<file path="src/rtl/spine_hit.sv">
// spine_hit: per-frame collision check between the floor spine and Mario,
// with multi-frame hit confirmation, life counting, an invulnerability
// window after each non-fatal hit, and a sticky game-over flag.
module spine_hit #(
  parameter int SPINE_W       = 20,
  parameter int SPINE_TOP_Y   = 440,
  parameter int MARIO_W       = 20,
  parameter int HIT_FRAMES    = 2,
  parameter int INVULN_FRAMES = 60,
  parameter int LIVES_INIT    = 3
) (
  input  logic       Clk,
  input  logic       Reset,
  input  logic       frame_tick,
  input  logic [9:0] spine_x,
  input  logic [9:0] mario_x,
  input  logic [9:0] mario_y,
  output logic       hit,
  output logic       invuln,
  output logic [2:0] lives,
  output logic       dead
);

  typedef enum logic [1:0] {
    ARMED  = 2'd0,
    COUNT  = 2'd1,
    INVULN = 2'd2,
    OVER   = 2'd3
  } state_t;

  state_t     state;
  logic [3:0] ovl_cnt;
  logic [7:0] inv_timer;

  // 11-bit zero-extended geometry so the right/bottom edge sums never wrap.
  logic [10:0] spine_l;
  logic [10:0] spine_r;
  logic [10:0] mario_l;
  logic [10:0] mario_r;
  logic [10:0] mario_b;
  logic        overlap;
  logic        confirm;

  assign spine_l = {1'b0, spine_x};
  assign spine_r = spine_l + 11'(SPINE_W);
  assign mario_l = {1'b0, mario_x};
  assign mario_r = mario_l + 11'(MARIO_W);
  assign mario_b = {1'b0, mario_y} + 11'(MARIO_W);

  // Strict inequalities: boxes that only touch at an edge do not collide.
  assign overlap = (spine_x != 10'd0) &&
                   (mario_l < spine_r) &&
                   (spine_l < mario_r) &&
                   (mario_b > 11'(SPINE_TOP_Y));

  // A hit is confirmed on the tick that completes the required streak.
  assign confirm = frame_tick && overlap &&
                   (((state == ARMED) && (HIT_FRAMES == 1)) ||
                    ((state == COUNT) && ((ovl_cnt + 4'd1) == 4'(HIT_FRAMES))));

  // Collision/damage state machine with registered outputs.
  always_ff @(posedge Clk) begin
    if (Reset) begin
      state     <= ARMED;
      hit       <= 1'b0;
      invuln    <= 1'b0;
      dead      <= 1'b0;
      lives     <= 3'(LIVES_INIT);
      ovl_cnt   <= 4'd0;
      inv_timer <= 8'd0;
    end else begin
      // hit is a single-cycle pulse regardless of frame_tick.
      hit <= 1'b0;
      if (confirm) begin
        hit     <= 1'b1;
        lives   <= lives - 3'd1;
        ovl_cnt <= 4'd0;
        if (lives == 3'd1) begin
          dead  <= 1'b1;
          state <= OVER;
        end else begin
          inv_timer <= 8'(INVULN_FRAMES);
          invuln    <= 1'b1;
          state     <= INVULN;
        end
      end else if (frame_tick) begin
        case (state)
          ARMED: begin
            if (overlap) begin
              ovl_cnt <= 4'd1;
              state   <= COUNT;
            end else begin
              ovl_cnt <= 4'd0;
            end
          end
          COUNT: begin
            if (overlap) begin
              ovl_cnt <= ovl_cnt + 4'd1;
            end else begin
              ovl_cnt <= 4'd0;
              state   <= ARMED;
            end
          end
          INVULN: begin
            // Overlap is ignored here; the streak restarts from ARMED.
            inv_timer <= inv_timer - 8'd1;
            if (inv_timer == 8'd1) begin
              invuln <= 1'b0;
              state  <= ARMED;
            end else begin
              invuln <= 1'b1;
            end
          end
          OVER: begin
            state <= OVER;
          end
          default: begin
            state <= ARMED;
          end
        endcase
      end else begin
        state <= state;
      end
    end
  end

endmodule

</file>
<file path="config.mk">
export PLATFORM = sky130hd
export DESIGN_NAME = spine_hit
export DESIGN_NICKNAME = d
export VERILOG_FILES = /design/src/rtl/spine_hit.sv
export SDC_FILE = /design/constraint.sdc
export NUM_CORES = 1
export LEC_CHECK = 0
export ABC_AREA = 1
export CORE_UTILIZATION = 53
export DETAILED_ROUTE_END_ITERATION = 7
export PLACE_DENSITY = 0.81
export SYNTH_ARGS = -nofsm -noshare
export SYNTH_HDL_FRONTEND = slang
export SYNTH_SLANG_ARGS = --single-unit
</file>
<file path="constraint.sdc">
create_clock -name Clk -period 3.05 [get_ports Clk]
set_input_delay 0.915 -clock Clk [delete_from_list [all_inputs] [get_ports Clk]]
set_output_delay 0.915 -clock Clk [all_outputs]
set_load 0.1 [all_outputs]
</file>
==> run_results.csv, run 1 <==
group,metric,value,unit
route,vias,2268,
yosys,syn_inst,316,
yosys,synth_top_flop_cell,"dfxtp_1",
route,routedWlPerCell,11.9,µm
die,initial_core_util,56.5,%
sta,final_min_period_over_clock_period,97.3,%
yosys,ys_ff_latch,20,
worst_setup_path,worstSetupPathType,"in2reg",
clocking,clock_latency,0.26,ns
finish,layout.nets,461,
place,place_area,2780,µm²
sta,fin_crit,2.97,ns
place,dpl.hpwl,3.83,mm
worst_setup_path,crit_top_cell,"nor2_4",
clocking,cts_buffers,3,
hold_path,hold_path_class,"reg2reg",
sta,drv_slew,0,
yosys,synth_area_per_cell,6.75,µm²
worst_setup_path,cpMaxStageDelayCell,"ha_1",
route,drc,0,
yosys,synth.area.top_cells,"dfxtp_1, ha_1, nand2_1, inv_1, xor2_1",
sta,hold_viol,0,
sta,finClkSkew,0.00603,ns
die,core,3770,µm²
yosys,synth-async-reset-ratio,0,%
worst_setup_path,crit_fanout,5,
flow_run,cap_violations,0,
finish,antennaDiodeCount,0,
sta,slew-limit-headroom,65.4,%
power_and_ir_drop,ir_drop,0.299,mV
die,rows,22,
sta,setup_tns,0,ns
route,ant_nets,0,
power_and_ir_drop,p_leak,1.51,nW
yosys,syn_nets,381,
route,via_per_inst,5.13,
clocking,cts_tree,"built",
yosys,synth_top_area_share,18.8,%
clocking,path_clk_slew,0.07,ns
die,die_area,4280,µm²
sta,fin_ws,0.0818,ns
global_routing,grt_max_degree,11,
sta,clock.fmax,337,MHz
route,drt_iter0_drc,85,
worst_setup_path,crit_chain,"buf_4, ha_4, nor2_4, nor2_4, nand2_2, xor2_2, ha_1, a21oi_2, nand3b_4, nand3_2, nor2_4, nand4_4, nand2_4, nand3_4, nand2_1, nand2_1, nor2_2",
worst_setup_path,end_kind,"flip-flop",
yosys,ys_top_cells_by_count,"nand2_1, inv_1, ha_1, nor2_1, a21oi_1",
yosys,syn_area,2130,µm²
worst_setup_path,reg2reg_slack,0.93,ns
sta,setup_viol,0,
yosys,ys_seq_area_share,18.8,%
global_routing,grt_pass1_vias,2186,
worst_setup_path,critPathRequiredTime,3.25,ns
route,dr.pass1.iters,4,
die,die_h,65.4,µm
clocking,cts_root_buf,"clkbuf_8",
die,die_x,65.4,µm
finish,final_area,3040,µm²
yosys,synth_area_leader_cell,"dfxtp_1",
worst_setup_path,worstPathArrival,3.17,ns
global_routing,grt_util_all_layers,25.5,%
worst_setup_path,crit_family,"simple AND/OR/NAND/NOR gates",
worst_setup_path,path_buf_inv,1,
worst_setup_path,cp-start-kind,"input port",
yosys,synth_warnings,0,
yosys,yosys.cell_count.top_type,"nand2_1",
global_routing,antenna_found_initial,0,
global_routing,grt-ovfl-total,0,
yosys,ys_types,32,
global_routing,grt_pass1_wl,8.70,mm
clocking,h-tree-depth,1,
clocking,postCtsHoldBufs,0,
power_and_ir_drop,p_per_area,317,nW/µm²
place,globalplace.congestion,0.879,
place,port_buffers,38,
clocking,cts_buffer_depth,2,
sta,tightest_slew,0.515,ns
finish,drive_gt1_share,26.9,%
clocking,cts.sinks,20,
sta,rsz0062_at_grt,"yes",
worst_setup_path,cpPeakStageDelay,0.32,ns
die,ios,39,
route,drt-total-wl,5.27,mm
yosys,synth_edf_count,0,
finish,area_delta_synth_final,42.5,%
status,status,"complete, no violations",
place,post-place-ws,-0.590,ns
[timing repair]
action                                  in CTS  in global routing
cloned                                       1                  0
hold endpoints to repair                     0                  0
pin swaps                                   19                 30
endpoints found under the setup margin      20                 20
gates resized for setup                     37                 41
setup buffers                                3                  4
[worst min-delay path, delay by kind of cell, from the launching register on]
kind                   cells  cell delay (ns)
flip-flops                 1             0.31
buffers and inverters      1             0.04
AO/OA/AOI/OAI              1             0.05
[worst paths after layout]
kind,start,endpoint,cells past startpoint
worst max-delay path,spine_x[2],inv_timer[4],17
worst min-delay path,dead,dead,2
worst max register to register,state[1],inv_timer[4],10
worst min register to register,dead,dead,2
[power by group]
| part | switching, mW | total [mW] | internal (mW) |
|---|---|---|---|
| logic | 0.275 | 0.492 | 0.216 |
| clock network | 0.0816 | 0.170 | 0.0879 |
| registers | 0.0199 | 0.303 | 0.283 |
| total | 0.377 | 0.964 | 0.587 |
[cell families (layout without fill, tap and decap cells)]
logic type | count (synthesis) | in the layout | share of synthesized area, %
AND/OR/NAND/NOR | 153 | 154 | 35.4
adder cells (fa/ha/maj) | 32 | 32 | 18.8
AO/OA/AOI/OAI | 41 | 41 | 10.5
buffers and inverters | 52 | 129 | 9.15
XOR/XNOR | 18 | 18 | 7.39
flip-flops | 20 | 20 | 18.8
[state kept, by name, summed over array words and instances (netlist names)]
| register | cells |
|---|---|
| dead | 1 |
| state | 2 |
| inv_timer | 8 |
| invuln | 1 |
| ovl_cnt | 4 |
| lives | 3 |
| hit | 1 |
[cell usage in the layout (no fill, tap or decap), types with 2 or more instances in the layout]
cell	synthesis	final
dlymetal6s2s_1	0	3
clkbuf_8	0	3
inv_1	47	45
a21oi_2	0	3
nor2_4	3	6
nand3b_1	2	2
nand3_1	14	13
xor2_1	14	13
a22oi_1	3	2
nand4_4	1	2
buf_4	0	41
nor3_1	2	2
xnor2_1	4	3
nand2_1	73	68
nand3_2	4	5
ha_1	32	28
o21ai_0	11	10
buf_6	0	3
inv_2	4	5
nor2_1	31	27
dfxtp_1	20	20
clkbuf_2	0	2
nand2_2	7	11
ha_4	0	3
dlygate4sd2_1	0	4
nand4_1	3	3
o21ai_1	2	3
a21oi_1	22	18
clkdlybuf4s50_1	0	18
nor2_2	5	6
nand3_4	1	2
[stage by stage]
step                util (%)  total power [mW]  hold WS (ns)  std cells
global placement        73.6             0.730         0.438        431
floorplan                  -             0.597         0.435        316
global route            80.6              1.03         0.479        442
finish                  80.6             0.964         0.449        442
CTS                     77.6             0.933         0.454        438
detailed placement      73.6             0.743         0.443        431
[layout make-up]
cell class	count	area, µm²
inverters	52	198
fillers	251	733
flip-flops and latches	20	400
repair buffers	74	634
multi-input cells	245	1700
well taps	48	60.1
clock buffers	3	41.3
[per-layer routing]
metal | GRT usage, % | up-vias | routed length (µm)
met5 | 0 | - | 0
met4 | 3.80 | 0 | 35
met3 | 3.30 | 6 | 136
met2 | 49.1 | 40 | 2810
met1 | 29.9 | 1056 | 2280
li1 | - | 1166 | -
(Power assumes the default switching activity.)
==> inputs of run 2 (changes only) <==
CTS_CLUSTER_SIZE = 12   (was unset)
==> results of run 2 <==
Final layout, timing and power as in run 1 (identical DEF).
